===== src/rtl/txdma_seq_if.sv =====
// txdma_seq_if: port-command, data-handler and control-stream signals
// of the transmit-DMA frame sequencer.
interface txdma_seq_if #(
  parameter int C_LEN_WIDTH = 32,
  parameter int C_FRM_WIDTH = 14
);
  logic                   port2txdma_req;
  logic [C_LEN_WIDTH-1:0] port2txdma_len;
  logic                   port2txdma_abort;
  logic                   txdma2port_ack;
  logic [31:0]            txdma2port_sts;
  logic                   txdma2port_idle;
  logic [15:0]            txdma2port_frm_cnt;
  logic                   tx2dh_req;
  logic [C_FRM_WIDTH-1:0] tx2dh_len;
  logic                   dh2tx_ack;
  logic                   dh2tx_err;
  logic                   ctrl_src_rdy_n;
  logic [31:0]            ctrl_data;
  logic                   ctrl_dst_rdy;
  logic                   txdma2txll_push;
  logic [31:0]            txdma2dbg;

  modport slave (
    input  port2txdma_req, port2txdma_len, port2txdma_abort,
    input  dh2tx_ack, dh2tx_err,
    input  ctrl_src_rdy_n, ctrl_data, txdma2txll_push,
    output txdma2port_ack, txdma2port_sts, txdma2port_idle,
    output txdma2port_frm_cnt, tx2dh_req, tx2dh_len,
    output ctrl_dst_rdy, txdma2dbg
  );

  modport master (
    output port2txdma_req, port2txdma_len, port2txdma_abort,
    output dh2tx_ack, dh2tx_err,
    output ctrl_src_rdy_n, ctrl_data, txdma2txll_push,
    input  txdma2port_ack, txdma2port_sts, txdma2port_idle,
    input  txdma2port_frm_cnt, tx2dh_req, tx2dh_len,
    input  ctrl_dst_rdy, txdma2dbg
  );
endinterface


===== src/rtl/txdma_seq.sv =====
// txdma_seq: splits a transfer into frames, requests each from the data
// handler, collects link status with retry, timeout and abort.
module txdma_seq #(
  parameter int          C_LEN_WIDTH  = 32,
  parameter int          C_FRM_WIDTH  = 14,
  parameter int          C_FRM_SIZE   = 8192,
  parameter int          C_ZERO_LEN   = 8192,
  parameter int          C_MAX_RETRY  = 3,
  parameter int          C_TMO_WIDTH  = 16,
  parameter int          C_TMO_CYCLES = 50000,
  parameter logic [31:0] C_R_OK       = 32'h0000_0001,
  parameter logic [31:0] C_R_ERR      = 32'h0000_0002,
  parameter logic [31:0] C_STS_TMO    = 32'h8000_0001,
  parameter logic [31:0] C_STS_ABORT  = 32'h8000_0002,
  parameter logic [31:0] C_STS_DH_ERR = 32'h8000_0003
) (
  input logic        sys_clk,
  input logic        sys_rst_n,
  txdma_seq_if.slave io
);
  typedef enum logic [3:0] {
    S_IDLE  = 4'd0,
    S_REQ   = 4'd1,
    S_DATA  = 4'd2,
    S_STS   = 4'd3,
    S_RETRY = 4'd4,
    S_DONE  = 4'd5
  } state_e;

  localparam logic [C_LEN_WIDTH-1:0] FRM_MAX =
    C_LEN_WIDTH'(C_FRM_SIZE);
  localparam logic [C_LEN_WIDTH-1:0] ZERO_LEN =
    C_LEN_WIDTH'(C_ZERO_LEN);
  localparam logic [3:0] MAX_RTY = 4'(C_MAX_RETRY);
  localparam logic [C_TMO_WIDTH-1:0] TMO_LAST =
    C_TMO_WIDTH'(C_TMO_CYCLES - 1);

  state_e                 state_q, state_d;
  logic [C_LEN_WIDTH-1:0] rem_q, rem_d;
  logic [C_FRM_WIDTH-1:0] len_q, len_d;
  logic                   last_q, last_d;
  logic                   errf_q, errf_d;
  logic                   empty_q, empty_d;
  logic [3:0]             rty_q, rty_d;
  logic [C_TMO_WIDTH-1:0] tmo_q, tmo_d;
  logic [31:0]            sts_q, sts_d;
  logic [15:0]            cnt_q, cnt_d;
  logic                   dhreq_q, dhreq_d;
  logic                   dst_q, dst_d;
  logic                   busy;

  assign busy = state_q inside {S_REQ, S_DATA, S_STS, S_RETRY};

  always_comb begin
    state_d = state_q;
    rem_d   = rem_q;
    len_d   = len_q;
    last_d  = last_q;
    errf_d  = errf_q;
    empty_d = empty_q;
    rty_d   = rty_q;
    tmo_d   = '0;
    sts_d   = sts_q;
    cnt_d   = cnt_q;
    dhreq_d = 1'b0;
    dst_d   = 1'b0;
    unique case (state_q)
      S_IDLE: begin
        rem_d  = (io.port2txdma_len == '0) ? ZERO_LEN
                                           : io.port2txdma_len;
        cnt_d  = '0;
        rty_d  = '0;
        errf_d = 1'b0;
        if (io.port2txdma_req) state_d = S_REQ;
      end
      S_REQ: begin
        last_d  = (rem_q <= FRM_MAX);
        len_d   = last_d ? rem_q[C_FRM_WIDTH-1:0]
                         : FRM_MAX[C_FRM_WIDTH-1:0];
        state_d = S_DATA;
      end
      S_DATA: begin
        dhreq_d = ~(io.dh2tx_ack | io.dh2tx_err);
        if (io.dh2tx_err) begin
          if (empty_q) begin
            sts_d   = C_STS_DH_ERR;
            state_d = S_DONE;
          end else begin
            errf_d  = 1'b1;
            state_d = S_STS;
          end
        end else if (io.dh2tx_ack) begin
          state_d = S_STS;
        end
      end
      S_STS: begin
        tmo_d = tmo_q + 1'b1;
        if (!io.ctrl_src_rdy_n) begin
          dst_d   = 1'b1;
          sts_d   = io.ctrl_data;
          state_d = S_DONE;
          if (io.ctrl_data == C_R_OK) begin
            rem_d = rem_q - C_LEN_WIDTH'(len_q);
            cnt_d = cnt_q + 16'd1;
            rty_d = '0;
            if (!(last_q || errf_q)) state_d = S_REQ;
          end else if (io.ctrl_data == C_R_ERR &&
                       rty_q < MAX_RTY && !errf_q) begin
            rty_d   = rty_q + 4'd1;
            state_d = S_RETRY;
          end
        end else if (C_TMO_CYCLES != 0 && tmo_q == TMO_LAST) begin
          sts_d   = C_STS_TMO;
          state_d = S_DONE;
        end
      end
      S_RETRY: state_d = S_DATA;
      S_DONE:  if (!io.port2txdma_req) state_d = S_IDLE;
      default: state_d = S_IDLE;
    endcase
    // abort freezes the transfer bookkeeping and overrides any transition
    if (io.port2txdma_abort && busy) begin
      state_d = S_DONE;
      sts_d   = C_STS_ABORT;
      dhreq_d = 1'b0;
      dst_d   = 1'b0;
      rem_d   = rem_q;
      cnt_d   = cnt_q;
      rty_d   = rty_q;
      errf_d  = errf_q;
    end
    if (state_q inside {S_IDLE, S_RETRY, S_STS}) empty_d = 1'b1;
    if (io.txdma2txll_push) empty_d = 1'b0;
  end

  always_ff @(posedge sys_clk or negedge sys_rst_n) begin
    if (!sys_rst_n) begin
      state_q <= S_IDLE;
      rem_q   <= '0;
      len_q   <= '0;
      last_q  <= 1'b0;
      errf_q  <= 1'b0;
      empty_q <= 1'b1;
      rty_q   <= '0;
      tmo_q   <= '0;
      sts_q   <= '0;
      cnt_q   <= '0;
      dhreq_q <= 1'b0;
      dst_q   <= 1'b0;
    end else begin
      state_q <= state_d;
      rem_q   <= rem_d;
      len_q   <= len_d;
      last_q  <= last_d;
      errf_q  <= errf_d;
      empty_q <= empty_d;
      rty_q   <= rty_d;
      tmo_q   <= tmo_d;
      sts_q   <= sts_d;
      cnt_q   <= cnt_d;
      dhreq_q <= dhreq_d;
      dst_q   <= dst_d;
    end
  end

  assign io.txdma2port_ack     = (state_q == S_DONE);
  assign io.txdma2port_idle    = (state_q == S_IDLE);
  assign io.txdma2port_sts     = sts_q;
  assign io.txdma2port_frm_cnt = cnt_q;
  assign io.tx2dh_req          = dhreq_q;
  assign io.tx2dh_len          = len_q;
  assign io.ctrl_dst_rdy       = dst_q;
  assign io.txdma2dbg = {16'(len_q), 5'd0, empty_q, errf_q,
                         last_q, rty_q, state_q};
endmodule


===== src/flat_wrapper.sv =====
// flat-port wrapper written by rule: the top's interface ports become plain ports
module txdma_seq_flat 
#(
  parameter int          C_LEN_WIDTH  = 32,
  parameter int          C_FRM_WIDTH  = 14,
  parameter int          C_FRM_SIZE   = 8192,
  parameter int          C_ZERO_LEN   = 8192,
  parameter int          C_MAX_RETRY  = 3,
  parameter int          C_TMO_WIDTH  = 16,
  parameter int          C_TMO_CYCLES = 50000,
  parameter logic [31:0] C_R_OK       = 32'h0000_0001,
  parameter logic [31:0] C_R_ERR      = 32'h0000_0002,
  parameter logic [31:0] C_STS_TMO    = 32'h8000_0001,
  parameter logic [31:0] C_STS_ABORT  = 32'h8000_0002,
  parameter logic [31:0] C_STS_DH_ERR = 32'h8000_0003
)
  (sys_clk, sys_rst_n, io_port2txdma_req, io_port2txdma_len, io_port2txdma_abort, io_dh2tx_ack, io_dh2tx_err, io_ctrl_src_rdy_n, io_ctrl_data, io_txdma2txll_push, io_txdma2port_ack, io_txdma2port_sts, io_txdma2port_idle, io_txdma2port_frm_cnt, io_tx2dh_req, io_tx2dh_len, io_ctrl_dst_rdy, io_txdma2dbg);
  txdma_seq_if #(.C_LEN_WIDTH(C_LEN_WIDTH), .C_FRM_WIDTH(C_FRM_WIDTH)) io_i ();
  input logic sys_clk;
  input logic sys_rst_n;
  input wire logic [$bits(io_i.port2txdma_req)-1:0] io_port2txdma_req;
  input wire logic [$bits(io_i.port2txdma_len)-1:0] io_port2txdma_len;
  input wire logic [$bits(io_i.port2txdma_abort)-1:0] io_port2txdma_abort;
  input wire logic [$bits(io_i.dh2tx_ack)-1:0] io_dh2tx_ack;
  input wire logic [$bits(io_i.dh2tx_err)-1:0] io_dh2tx_err;
  input wire logic [$bits(io_i.ctrl_src_rdy_n)-1:0] io_ctrl_src_rdy_n;
  input wire logic [$bits(io_i.ctrl_data)-1:0] io_ctrl_data;
  input wire logic [$bits(io_i.txdma2txll_push)-1:0] io_txdma2txll_push;
  output wire logic [$bits(io_i.txdma2port_ack)-1:0] io_txdma2port_ack;
  output wire logic [$bits(io_i.txdma2port_sts)-1:0] io_txdma2port_sts;
  output wire logic [$bits(io_i.txdma2port_idle)-1:0] io_txdma2port_idle;
  output wire logic [$bits(io_i.txdma2port_frm_cnt)-1:0] io_txdma2port_frm_cnt;
  output wire logic [$bits(io_i.tx2dh_req)-1:0] io_tx2dh_req;
  output wire logic [$bits(io_i.tx2dh_len)-1:0] io_tx2dh_len;
  output wire logic [$bits(io_i.ctrl_dst_rdy)-1:0] io_ctrl_dst_rdy;
  output wire logic [$bits(io_i.txdma2dbg)-1:0] io_txdma2dbg;
  assign io_i.port2txdma_req = io_port2txdma_req;
  assign io_i.port2txdma_len = io_port2txdma_len;
  assign io_i.port2txdma_abort = io_port2txdma_abort;
  assign io_i.dh2tx_ack = io_dh2tx_ack;
  assign io_i.dh2tx_err = io_dh2tx_err;
  assign io_i.ctrl_src_rdy_n = io_ctrl_src_rdy_n;
  assign io_i.ctrl_data = io_ctrl_data;
  assign io_i.txdma2txll_push = io_txdma2txll_push;
  assign io_txdma2port_ack = io_i.txdma2port_ack;
  assign io_txdma2port_sts = io_i.txdma2port_sts;
  assign io_txdma2port_idle = io_i.txdma2port_idle;
  assign io_txdma2port_frm_cnt = io_i.txdma2port_frm_cnt;
  assign io_tx2dh_req = io_i.tx2dh_req;
  assign io_tx2dh_len = io_i.tx2dh_len;
  assign io_ctrl_dst_rdy = io_i.ctrl_dst_rdy;
  assign io_txdma2dbg = io_i.txdma2dbg;
  txdma_seq #(.C_LEN_WIDTH(C_LEN_WIDTH), .C_FRM_WIDTH(C_FRM_WIDTH), .C_FRM_SIZE(C_FRM_SIZE), .C_ZERO_LEN(C_ZERO_LEN), .C_MAX_RETRY(C_MAX_RETRY), .C_TMO_WIDTH(C_TMO_WIDTH), .C_TMO_CYCLES(C_TMO_CYCLES), .C_R_OK(C_R_OK), .C_R_ERR(C_R_ERR), .C_STS_TMO(C_STS_TMO), .C_STS_ABORT(C_STS_ABORT), .C_STS_DH_ERR(C_STS_DH_ERR)) u_core (.sys_clk(sys_clk), .sys_rst_n(sys_rst_n), .io(io_i));
endmodule

===== config.mk =====
export PLATFORM = sky130hd
export DESIGN_NAME = txdma_seq_flat
export DESIGN_NICKNAME = d
export VERILOG_FILES = /design/src/rtl/txdma_seq_if.sv /design/src/rtl/txdma_seq.sv /design/src/flat_wrapper.sv
export SDC_FILE = /design/constraint.sdc
export NUM_CORES = 1
export LEC_CHECK = 0
export ABC_CLOCK_PERIOD_IN_PS = 2900
export BUFFER_PORTS_ARGS = -buffer_cell sky130_fd_sc_hd__buf_2
export CAP_MARGIN = 25
export CORE_UTILIZATION = 35
export DETAILED_ROUTE_END_ITERATION = 7
export HOLD_SLACK_MARGIN = 0.06
export SLEW_MARGIN = 20
export SYNTH_ARGS = -nofsm -noshare
export SYNTH_HDL_FRONTEND = slang
export SYNTH_SLANG_ARGS = --single-unit

===== constraint.sdc =====
create_clock -name sys_clk -period 2.9 [get_ports sys_clk]
set_input_delay 0.29 -clock sys_clk [delete_from_list [all_inputs] [get_ports sys_clk]]
set_output_delay 0.29 -clock sys_clk [all_outputs]
set_load 0.02 [all_outputs]

==> impl_metrics.yaml <==
yosys:
  ys_top_cells_by_count: "dfrtp_1 (121), nor2_1 (77), nand2_1 (69), a21oi_1 (51), a22o_1 (34)"
  netlist_area_um2: 6900
  synth_seq_area_share_pct: 44.2
  synth_top_area_share_pct: 43.9
  synth_ff_type: "dfrtp_1"
  ys_warn_count: 0
  ys_ff_latch: 122
  synthCells: 756
  yosysUniqueCellTypes: 66
  synth_area_leaders: "dfrtp_1 (44%), a22o_1 (4.3%), nor2_1 (4.2%)"
  syn_avg_cell_area_um2: 9.13
  synthArstFlopShare_pct: 100
  synth_edf_count: 0
  synth.most_common_cell: "dfrtp_1"
  yosys.area.top_type: "dfrtp_1"
floorplan:
  io_pins: 170
  fp.dieArea_um2: 20300
  die_x_um: 142
  row_count: 51
  core_um2: 19400
  die_h_um: 142
  start_util_pct: 35.6
sta:
  skew_ps: 10.1
  max_freq_mhz: 360
  final.setup.worst_slack_ps: 126
  hold_violations: 0
  fin_crit_sh_pct: 95.7
  finalSetupViolCount: 0
  finalCriticalPeriod_ps: 2770
  slew_headroom_pct: 58.8
  maxSlewViolCount: 0
  fin_tns_setup_ps: 0
  worst_pin_slew_ps: 612
detailed_routing:
  first_pass_iters: 5
  drc: 0
  wl_per_cell_um: 16.7
  vias_per_cell: 5.33
  drt-initial-drc-count: 486
  vias: 6287
  drtAntennaViolNets: 0
  drt_wl_total_um: 19700
placed_design:
  dp.cells: 1145
  portBuffers: 161
  pre_cts_ws_ps: 150
  placed_area_um2: 7930
  place.gp.congestion: 0.855
  dp_hpwl_um: 13900
power:
  ir_drop_v: 0.000382
  leakage_nw: 4.02
  powerDensity_nw_per_um2: 895
global_routing:
  grt_pass1_wl_um: 31000
  antenna_found_initial: 0
  grt_max_degree: 71
  grt_pass1_vias: 5905
  overflow: 0
  track_usage_pct: 19.7
worst_hold_path:
  hold_start: "io_ctrl_data[11]"
  min_delay_path_depth: 2
  worstHoldEndpoint: "u_core.io.txdma2port_sts[11]$_DFFE_PN0P_"
  hp-class: "in2reg"
setup_path:
  path_delay_family: "simple AND/OR/NAND/NOR gates"
  r2r-start: "u_core.io.tx2dh_len[13]$_DFFE_PN0P_"
  setup.worst_path.start: "u_core.io.tx2dh_len[13]$_DFFE_PN0P_"
  ff2ff_path_depth: 8
  cp_common_cell: "or4_1"
  rr_endpoint: "u_core.rem_q[25]$_DFFE_PN0P_"
  worstSetupEndpointType: "flip-flop"
  cp_max_fo: 9
  critPathLaunchType: "flip-flop"
  cp_data_required_time_ps: 3250
  worstPathCellList: "inv_1, ha_1, a21o_1, or4_1, a311oi_1, o31ai_2, or4_1, nand3_1"
  worstPathArrival_ps: 3130
  path_buf_inv: 1
  reg2reg_slack_ps: 130
  slowest_delay_ps: 500
  crit_type: "reg2reg"
  cpMaxStageDelayCell: "or4_1"
  worstSetupPathDepth: 8
layout:
  fin_nets: 992
  finalCoreUtilization_pct: 44.2
  fillerInstances: 1946
  drive_above_1_share_pct: 26.4
  final_cell_count_no_fill: 1180
  areaGrowthSynthToFinish_pct: 24.1
  diodes: 0
  stdcell_area_um2: 8570
clocking:
  cts.sinks: 122
  cts_max_level: 4
  clkSlewWorstSetupHoldPaths_ps: 60
  clockBufferDepth: 2
  tritoncts: "built"
  clk_latency_ps: 420
  post-cts-setup-buffers: 0
  cts_buffers: 17
  clockRootBuffer: "clkbuf_16"
outcome:
  status: "finished clean"
flow_run:
  drv_cap: 0
-- registers in the layout (all words and copies together) (netlist names) --
register	cells
u_core.rem_q	32
u_core.tmo_q	16
u_core.state_q	3
u_core.empty_q	1
u_core.io.txdma2port_frm_cnt	16
u_core.rty_q	4
u_core.io.tx2dh_len	14
u_core.io.tx2dh_req	1
u_core.last_q	1
u_core.io.txdma2port_sts	32
u_core.errf_q	1
u_core.io.ctrl_dst_rdy	1
-- cell usage in the layout, fill, tap and decap left out, types with 19 or more instances in the layout --
| cell type | n |
|---|---|
| nor2_1 | 76 |
| xor2_1 | 21 |
| inv_1 | 24 |
| nor4_1 | 21 |
| nand3_1 | 21 |
| dfrtp_1 | 121 |
| a21oi_1 | 50 |
| o21ai_0 | 30 |
| nand2_1 | 69 |
| buf_4 | 19 |
| buf_2 | 160 |
| a22o_1 | 34 |
-- stage by stage --
step / hold WS, ps / total power (W)
after global routing: 93.8 / 0.00817
final: 100 / 0.00766
after CTS: 80.9 / 0.00768
after floorplan: -5.59 / 0.00452
after detailed placement: 214 / 0.00550
after global placement: 213 / 0.00548
-- logic make-up after synthesis --
family,count (synthesis),share of synthesized area (%)
flops,122,44.2
simple gates,288,20.9
mux,4,0.598
buf+inv,89,6.34
fa+ha+maj,18,3.37
other cells,1,0.0543
xor+xnor,30,3.81
compound gates,204,20.7
-- power breakdown --
part | leakage (nW) | total, W | switching [W] | internal, W
combinational | 2.15 | 0.00312 | 0.00196 | 0.00116
sequential | 1.60 | 0.00242 | 0.000354 | 0.00206
clock | 0.279 | 0.00213 | 0.000848 | 0.00128
total | 4.02 | 0.00766 | 0.00316 | 0.00450
-- worst max-delay path by stage --
stage                     slack, ps                      endpoint
final                           130  u_core.rem_q[25]$_DFFE_PN0P_
after global routing             -9  u_core.rem_q[20]$_DFFE_PN0P_
after CTS                       150  u_core.rem_q[20]$_DFFE_PN0P_
after detailed placement        150  u_core.rem_q[20]$_DFFE_PN0P_
after global placement          190  u_core.rem_q[20]$_DFFE_PN0P_
after floorplan                 160  u_core.rem_q[20]$_DFFE_PN0P_
-- layout make-up --
cell class	count	area, um^2	share of cell area (%)
well taps	265	332	3.87
repair buffers	185	1030	12.1
clock buffers	17	425	4.97
inverters	24	90.1	1.05
flip-flops and latches	122	3050	35.7
clock inverters	15	164	1.91
multi-input cells	552	3470	40.5
-- routing by layer --
metal  routed length, um  vias to the layer above  track usage [%]
met1                9440                     3000             27.3
li1                    -                     3053                -
met2                8720                      207             29.8
met4                 337                        0             6.79
met5                   0                        -                0
met3                1170                       27             4.64
-- repair_timing --
item,4_1_cts,5_1_grt
hold endpoints to repair,24,0
endpoints found under the setup margin,0,4
gates resized for setup,0,3
hold buffers,3,0
(Power assumes the default switching activity.)
